===== src/rtl/mrd_multi_chan_requestor.sv =====
// mrd_multi_chan_requestor
//   Shared host-to-card memory-read request engine. Accepts whole read bursts
//   from NUM_CHANS scatter-gather channels, splits each burst into chunks no
//   larger than the max read request size, allocates a tag per chunk and
//   presents the chunks to the MRd arbiter round-robin across channels.
//   Outstanding chunks are capped per channel (MAX_PENDING) and released by
//   completion feedback.
//
//   Optional build macro: MRD_4K_BOUNDARY_SPLIT_EN
//     defined   - chunks are additionally cut so they never cross a 4 KB boundary
//     undefined - chunks are limited by remaining length and MRRS only
//
// Ports
//   s_axi_clk, s_axi_rstn        clock, asynchronous active-low reset
//   max_read_request_size        MRRS in bytes (128..4096, power of two)
//   chan_req/chan_rdy            per-channel burst handshake
//   chan_len, chan_addr          per-channel burst length (bytes) and start address
//   chan_done                    1-cycle pulse after the last chunk of a burst is granted
//   alloc_tag_req                1-cycle tag request pulse
//   allocated_tag_rdy/_tag       tag returned by the allocator
//   mrd_req_arbit_req/_grnt      request/grant towards the MRd arbiter
//   mrd_req_burst_len_out        chunk length in bytes
//   mrd_req_burst_sys_addr_out   chunk address (zero-extended to 64 bits)
//   mrd_req_burst_tag            chunk tag
//   mrd_req_context              {channel[7:0], tag[7:0], sequence[15:0]}
//   cpl_done_valid/_chan         one chunk of the given channel fully completed

module mrd_multi_chan_requestor #(
  parameter int unsigned NUM_CHANS   = 4,
  parameter int unsigned MAX_PENDING = 2,
  parameter int unsigned ADDR_WIDTH  = 64
) (
  input  logic                             s_axi_clk,
  input  logic                             s_axi_rstn,
  input  logic [12:0]                      max_read_request_size,
  input  logic [NUM_CHANS-1:0]             chan_req,
  output logic [NUM_CHANS-1:0]             chan_rdy,
  input  logic [13*NUM_CHANS-1:0]          chan_len,
  input  logic [ADDR_WIDTH*NUM_CHANS-1:0]  chan_addr,
  output logic [NUM_CHANS-1:0]             chan_done,
  output logic                             alloc_tag_req,
  input  logic                             allocated_tag_rdy,
  input  logic [7:0]                       allocated_tag,
  output logic                             mrd_req_arbit_req,
  input  logic                             mrd_req_arbit_grnt,
  output logic [12:0]                      mrd_req_burst_len_out,
  output logic [63:0]                      mrd_req_burst_sys_addr_out,
  output logic [7:0]                       mrd_req_burst_tag,
  output logic [31:0]                      mrd_req_context,
  input  logic                             cpl_done_valid,
  input  logic [3:0]                       cpl_done_chan
);

  localparam int unsigned CW   = (NUM_CHANS > 1) ? $clog2(NUM_CHANS) : 1;
  localparam logic [3:0]  MAXP = 4'(MAX_PENDING);

  typedef enum logic [2:0] {S_IDLE, S_ARB, S_TAG, S_REQ, S_UPD} state_t;
  state_t state_q, state_d;

  logic [ADDR_WIDTH-1:0] addr_q [NUM_CHANS];
  logic [ADDR_WIDTH-1:0] addr_d [NUM_CHANS];
  logic [12:0]           rem_q  [NUM_CHANS];
  logic [12:0]           rem_d  [NUM_CHANS];
  logic [3:0]            pend_q [NUM_CHANS];
  logic [3:0]            pend_d [NUM_CHANS];
  logic [15:0]           seq_q  [NUM_CHANS];
  logic [15:0]           seq_d  [NUM_CHANS];

  logic [NUM_CHANS-1:0]  accept, inc, dec, done_d;
  logic [NUM_CHANS-1:0]  elig;     // eligibility from current state
  logic [NUM_CHANS-1:0]  elig_nx;  // eligibility after this cycle's updates

  logic [CW-1:0]         last_q, sel_q, pick;
  logic                  pick_vld;
  int unsigned           idx;
  logic [12:0]           clen, clen_q;

  // Per-channel next state: burst load, chunk retire, pending bookkeeping.
  always_comb begin
    accept  = '0;
    inc     = '0;
    dec     = '0;
    done_d  = '0;
    elig    = '0;
    elig_nx = '0;
    chan_rdy = '0;
    for (int unsigned i = 0; i < NUM_CHANS; i++) begin
      addr_d[i] = addr_q[i];
      rem_d[i]  = rem_q[i];
      pend_d[i] = pend_q[i];
      seq_d[i]  = seq_q[i];

      chan_rdy[i] = (rem_q[i] == 13'd0);
      accept[i]   = chan_req[i] & chan_rdy[i];
      inc[i]      = (state_q == S_UPD) && (sel_q == CW'(i));
      // channel numbers outside 0..NUM_CHANS-1 never match any i
      dec[i]      = cpl_done_valid && (cpl_done_chan == 4'(i));

      if (accept[i]) begin
        addr_d[i] = chan_addr[ADDR_WIDTH*i +: ADDR_WIDTH];
        rem_d[i]  = chan_len[13*i +: 13];
      end else if (inc[i]) begin
        addr_d[i] = addr_q[i] + ADDR_WIDTH'(clen_q);
        rem_d[i]  = rem_q[i] - clen_q;
        seq_d[i]  = seq_q[i] + 16'd1;
      end

      // simultaneous increment and decrement cancel; decrement at zero is dropped
      if (inc[i] && !dec[i])
        pend_d[i] = pend_q[i] + 4'd1;
      else if (!inc[i] && dec[i] && (pend_q[i] != 4'd0))
        pend_d[i] = pend_q[i] - 4'd1;

      elig[i]    = (rem_q[i] != 13'd0) && (pend_q[i] < MAXP);
      elig_nx[i] = (rem_d[i] != 13'd0) && (pend_d[i] < MAXP);

      done_d[i] = (accept[i] && (chan_len[13*i +: 13] == 13'd0)) ||
                  ((state_q == S_REQ) && mrd_req_arbit_grnt &&
                   (sel_q == CW'(i)) && (clen_q == rem_q[i]));
    end
  end

  // Round-robin pick, starting at the channel after the last one served.
  always_comb begin
    pick     = last_q;
    pick_vld = 1'b0;
    idx      = 0;
    for (int unsigned k = 1; k <= NUM_CHANS; k++) begin
      idx = (32'(last_q) + k) % NUM_CHANS;
      if (!pick_vld && elig[idx]) begin
        pick     = CW'(idx);
        pick_vld = 1'b1;
      end
    end
  end

  // Chunk length for the picked channel.
`ifdef MRD_4K_BOUNDARY_SPLIT_EN
  logic [12:0] to_4k;
  always_comb begin
    to_4k = 13'd4096 - {1'b0, addr_q[pick][11:0]};
    clen  = rem_q[pick];
    if (max_read_request_size < clen) clen = max_read_request_size;
    if (to_4k < clen) clen = to_4k;
  end
`else
  always_comb begin
    clen = rem_q[pick];
    if (max_read_request_size < clen) clen = max_read_request_size;
  end
`endif

  always_comb begin
    state_d = state_q;
    unique case (state_q)
      S_IDLE:  if (|elig) state_d = S_ARB;
      S_ARB:   state_d = pick_vld ? S_TAG : S_IDLE;
      S_TAG:   if (allocated_tag_rdy) state_d = S_REQ;
      S_REQ:   if (mrd_req_arbit_grnt) state_d = S_UPD;
      S_UPD:   state_d = (|elig_nx) ? S_ARB : S_IDLE;
      default: state_d = S_IDLE;
    endcase
  end

  always_ff @(posedge s_axi_clk or negedge s_axi_rstn) begin
    if (!s_axi_rstn) state_q <= S_IDLE;
    else             state_q <= state_d;
  end

  always_ff @(posedge s_axi_clk or negedge s_axi_rstn) begin
    if (!s_axi_rstn) begin
      for (int unsigned i = 0; i < NUM_CHANS; i++) begin
        addr_q[i] <= '0;
        rem_q[i]  <= '0;
        pend_q[i] <= '0;
        seq_q[i]  <= '0;
      end
    end else begin
      for (int unsigned i = 0; i < NUM_CHANS; i++) begin
        addr_q[i] <= addr_d[i];
        rem_q[i]  <= rem_d[i];
        pend_q[i] <= pend_d[i];
        seq_q[i]  <= seq_d[i];
      end
    end
  end

  // Chunk selection and registered outputs; the request bundle is loaded
  // only on entry to REQ and held until the grant.
  always_ff @(posedge s_axi_clk or negedge s_axi_rstn) begin
    if (!s_axi_rstn) begin
      last_q                     <= CW'(NUM_CHANS - 1);
      sel_q                      <= '0;
      clen_q                     <= '0;
      chan_done                  <= '0;
      alloc_tag_req              <= 1'b0;
      mrd_req_arbit_req          <= 1'b0;
      mrd_req_burst_len_out      <= '0;
      mrd_req_burst_sys_addr_out <= '0;
      mrd_req_burst_tag          <= '0;
      mrd_req_context            <= '0;
    end else begin
      chan_done     <= done_d;
      alloc_tag_req <= (state_q == S_ARB) && pick_vld;
      if ((state_q == S_ARB) && pick_vld) begin
        sel_q  <= pick;
        last_q <= pick;
        clen_q <= clen;
      end
      if ((state_q == S_TAG) && allocated_tag_rdy) begin
        mrd_req_arbit_req          <= 1'b1;
        mrd_req_burst_len_out      <= clen_q;
        mrd_req_burst_sys_addr_out <= 64'(addr_q[sel_q]);
        mrd_req_burst_tag          <= allocated_tag;
        mrd_req_context            <= {8'(sel_q), allocated_tag, seq_q[sel_q]};
      end
      if ((state_q == S_REQ) && mrd_req_arbit_grnt)
        mrd_req_arbit_req <= 1'b0;
    end
  end

endmodule


===== config.mk =====
export PLATFORM = sky130hd
export DESIGN_NAME = mrd_multi_chan_requestor
export DESIGN_NICKNAME = d
export VERILOG_FILES = /design/src/rtl/mrd_multi_chan_requestor.sv
export SDC_FILE = /design/constraint.sdc
export NUM_CORES = 2
export LEC_CHECK = 0
export CAP_MARGIN = 20
export CORE_MARGIN = 8
export CORE_UTILIZATION = 60
export DETAILED_ROUTE_END_ITERATION = 8
export HOLD_SLACK_MARGIN = 0.05
export PLACE_DENSITY = 0.84
export RECOVER_POWER = 100
export SETUP_SLACK_MARGIN = 0.1
export SYNTH_ARGS = -nofsm -noshare
export SYNTH_HDL_FRONTEND = slang
export SYNTH_SLANG_ARGS = --single-unit

===== constraint.sdc =====
create_clock -name s_axi_clk -period 10.15 [get_ports s_axi_clk]
set_clock_uncertainty 0.2 [all_clocks]
set_input_delay 2.03 -clock s_axi_clk [delete_from_list [all_inputs] [get_ports s_axi_clk]]
set_output_delay 2.03 -clock s_axi_clk [all_outputs]
set_load 0.01 [all_outputs]

**Word-level counts from Yosys, hierarchy flattened**

Index checks and enable logic that the tools add are counted.

- Register bits: 525
- Word-level logic and storage cells: 247

- Add/subtract/negate cells: 24
- Order comparisons: 15
- Eq/ne operators: 17
- Mux-type cells: 58
- Bitwise operators: 10
- Reductions and logical operators: 96

Operators by type and width:

| cell | count |
|---|---|
| 2-to-1 mux 64 bit | 10 |
| adder 64 x 13 -> 64 bit | 4 |
| 2-to-1 mux 13 bit | 11 |
| binary-select mux 64 bit (select 2 bit) | 1 |
| zero test 13 bit | 8 |
| nonzero test 13 bit | 8 |
| adder 16 x 1 -> 16 bit (second input constant) | 4 |
| equality test 13 bit | 4 |
| subtractor 13 bit | 4 |
| logical AND 1 bit | 46 |
| binary-select mux 16 bit (select 2 bit) | 1 |
| < comparator 4 x 2 -> 1 bit (second input constant) | 8 |
| 2-to-1 mux 16 bit | 2 |
| 2-to-1 mux 4 bit | 8 |
| binary-select mux 13 bit (select 2 bit) | 1 |
| adder 4 x 1 -> 4 bit (second input constant) | 4 |
| nonzero test 4 bit | 4 |
| subtractor 4 x 1 -> 4 bit (second input constant) | 4 |
| one-hot mux 3 bit (5 select lines) | 1 |
| < comparator 13 bit | 1 |
| < comparator 2 x 3 -> 1 bit (second input constant) | 4 |
| zero test 1 bit | 11 |
| 2-to-1 mux 1 bit | 11 |
| 2-to-1 mux 2 bit | 5 |
| 24 further kinds | 55 |

**Depth between registers and ports, before layout**

- Depth in word-level cells: 20
- Depth in mapped cells: 20

**Worst setup path after synthesis**

No wires, ideal clock.

- Kind: input port to flip-flop
- From: input chan_req[3]
- To: register state_q[0]
- Library setup time: 138 ps
- Arrival time: 4368 ps
- Required time: 9812 ps
- Setup slack: 5444 ps
- Cell stages on the path: 10
- Path buffers: 1
- Cells stage by stage: nor4b_1 -> and4_1 -> buf_2 -> nor2_1 -> a21o_1 -> or4_1 -> or4_1 -> a211o_1 -> o31ai_1 -> nand4_1

RTL lines:

| item | line | text |
|---|---|---|
| start, declared | 36 | `input logic [NUM_CHANS-1:0] chan_req,` |
| end signal, assigned | 167 | `else state_q <= state_d;` |
| end, declared | 58 | `state_t state_q, state_d;` |

==> results.yml <==
finish:
  multi_input_area_um2: 18000
  stdcell_count: 4497
  nNetsFinal: 4231
  regArea_um2: 12900
  nFillCells: 3794
  drive_gt1_share_pct: 8.89
  syn2layout_area_growth_pct: 22.3
timing:
  finalWorstSetupSlack_ns: 2.61
  fin_crit_sh_pct: 74.3
  setup_viol: 0
  tns_ns: 0
  rsz0062_at_grt: "false"
  relSlewSlack_pct: -183
  min_period_ns: 7.54
  hold_viol_final: 0
  drv_slew: 761
  max_freq_ghz: 0.133
  worst_pin_slew_ns: 4.24
drt:
  final_antenna_net_count: 0
  drt-vias-per-instance: 6.44
  vias: 28979
  route.detailed.drc: 0
  dr.pass1.iters: 8
  drt_iter0_drc: 3294
  wl_um: 114000
  wl_per_cell_um: 25.3
logic_synthesis:
  synthArstFlopShare_pct: 100
  synth_area_um2: 31900
  ys_seq_elements: 517
  synthTopCellsByArea: "dfrtp_1 (40%), mux4_2 (5.7%), nand2_1 (5.4%)"
  synth.distinct_cells: 79
  syn_area_per_cell_um2: 9.53
  synth-main-ff-cell: "dfrtp_1"
  yosys.area.top_type_share_pct: 40.4
  synth.yosys.seq_area_share_pct: 40.6
  yosys_warnings: 0
  synth_top_area_cell: "dfrtp_1"
  synth-edff-count: 0
  postSynthCellCount: 3345
clock_network:
  tritoncts: "done"
  root_buffer: "clkbuf_16"
  cts.sinks: 517
  cts_max_path_buffers: 3
  clk_pin_slew_worst_paths_ns: 0.06
  htreeDepth: 2
  cts_setup_buffers: 0
  hold_buffers: 0
  cts_resized: 0
  numCtsBuffers: 57
  clk_latency_ns: 0.62
placement:
  globalplace.congestion: 0.996
  io_buffers: 462
  hpwl_um: 84700
  pre_cts_ws_ns: 3.99
  dp.cells: 4384
worst_setup_path:
  path_max_fanout: 49
  crit_required_ns: 10.40
  endpoint_kind: "register"
  crit_buf_inv: 2
  critPathArrivalTime_ns: 7.79
  start_kind: "register"
  cp_cell_sequence: "clkbuf_1 -> nor3_1 -> buf_4 -> nand2_1 -> o21ai_0 -> nor4_2 -> or4b_1 -> o41ai_1 -> nand4_1"
  cp_top_family: "buffers and inverters"
  cp_slowest_cell: "clkbuf_1"
  cp_slowest_stage_delay_ns: 2.37
  crit_type: "reg -> reg"
floorplan:
  ios: 469
  row_count: 84
  dieHeight_um: 247
  die_w_um: 247
  initial_utilization_pct: 60.7
  dieArea_um2: 60800
  core_area_um2: 52600
grt:
  antenna_found_initial: 10
  track_usage_pct: 36.4
  grt_pass1_wl_um: 170000
  first_global_vias: 28131
  overflow: 0
  grt_max_degree: 170
power_and_ir_drop:
  p_leak_nw: 15.0
  vdd.ir_drop.worst_mv: 0.177
  cellPowerDensity_nw_per_um2: 314
job:
  max_cap_violations: 12
run_status:
  status: "complete, but fails checks"
  violations: "capacitance limit, slew limit"
min_path:
  hp-class: "reg -> reg"
[synth_stat cells (21+ instances only)]
cell type    n
dfrtp_1    515
xnor2_1    178
a21oi_1    146
inv_1       96
mux2_2     119
o21ai_0    301
nor3_1      69
nand3_1    133
nand4_1     72
mux2i_1     48
nor4_1      36
nand2_1    458
mux4_2      80
and3_1      67
a21o_1      30
ha_1       124
nor2_1     230
a22oi_1     21
xor2_1     162
clkbuf_1   109
[per-stage QoR]
| stage | hold WS (ns) | total power, mW | area, um^2 | utilization [%] |
|---|---|---|---|---|
| 2_1_floorplan | 0.240 | 7.71 | 31900 | - |
| 5_1_grt | 0.299 | 12.9 | 39000 | 74.2 |
| 4_1_cts | 0.284 | 12.1 | 39100 | 74.4 |
| 6_report | 0.290 | 12.2 | 39000 | 74.2 |
| 3_3_place_gp | 0.260 | 9.73 | 37100 | 70.6 |
| 3_5_place_dp | 0.275 | 9.84 | 37100 | 70.6 |
[sequential cells by signal, indices dropped and copies added (netlist names), 4 cells and up]
signal / flops
seq_q: 64
mrd_req_burst_tag: 7
clen_q: 13
chan_done: 4
addr_q: 256
pend_q: 16
mrd_req_context: 19
rem_q: 52
mrd_req_burst_len_out: 13
mrd_req_burst_sys_addr_out: 64
[layer usage]
metal | vias to the layer above | part of all wire, % | wire length (um) | track usage, %
li1 | 12796 | - | - | -
met1 | 14078 | 39 | 44300 | 49.6
met2 | 1804 | 45 | 50900 | 55.5
met3 | 299 | 12 | 13500 | 8.93
met4 | 2 | 4.5 | 5080 | 15.0
met5 | - | 0.011 | 13 | 0
[cell families after synthesis]
family / Yosys count / synth area share (%)
xor+xnor: 340 / 9.34
flops: 517 / 40.6
simple gates: 1205 / 17.9
mux: 247 / 11.4
fa+ha+maj: 132 / 5.37
other cells: 1 / 0.0118
compound gates: 654 / 12.2
buf+inv: 249 / 3.18
[layout make-up]
class	count	area share [%]
Antenna cell	9	0.0578
Clock buffer	76	4.17
Clock inverter	26	0.908
Inverter	96	0.924
Multi-Input combinational cell	2584	46.1
Sequential cell	517	33.2
Tap cell	688	2.21
Timing Repair Buffer	501	12.4
[power breakdown]
group / switching [mW] / internal (mW) / total, mW
registers: 0.902 / 2.67 / 3.57
clock network: 0.898 / 1.32 / 2.22
logic: 3.62 / 2.83 / 6.45
total: 5.42 / 6.82 / 12.2
[path summary, 6_finish.rpt]
path | end | cells after the start | start | slack, ns
setup / recovery | state_q[0] | 9 | sel_q[0] | 2.61
hold / removal | seq_q[47] | 1 | seq_q[47] | 0.29
setup reg to reg | state_q[0] | 9 | sel_q[0] | 2.61
hold reg to reg | seq_q[47] | 1 | seq_q[47] | 0.29
max in group asynchronous | sel_q[1] | 2 | s_axi_rstn | 3.46
min in group asynchronous | pend_q[8] | 1 | s_axi_rstn | 1.20
[cell usage in the layout, fill, tap and decap left out, types with 14 or more instances in the layout]
cell,count
dfrtp_1,514
nand2_1,458
clkdlybuf4s50_1,337
o21ai_0,301
nor2_1,230
xnor2_1,178
xor2_1,162
a21oi_1,146
nand3_1,133
ha_1,124
dlygate4sd3_1,124
mux2_2,117
inv_1,96
mux4_2,80
nand4_1,72
nor3_1,69
and3_1,65
clkbuf_16,57
mux2i_1,48
nor4_1,36
a21o_1,30
clkbuf_1,23
a22oi_1,21
and4_1,20
o21a_1,19
nor2b_1,19
buf_4,18
or3_1,16
or4_1,15
a31oi_1,15
nand2b_1,14
clkinv_2,14
Note: power is estimated with default switching activity, not from simulation.
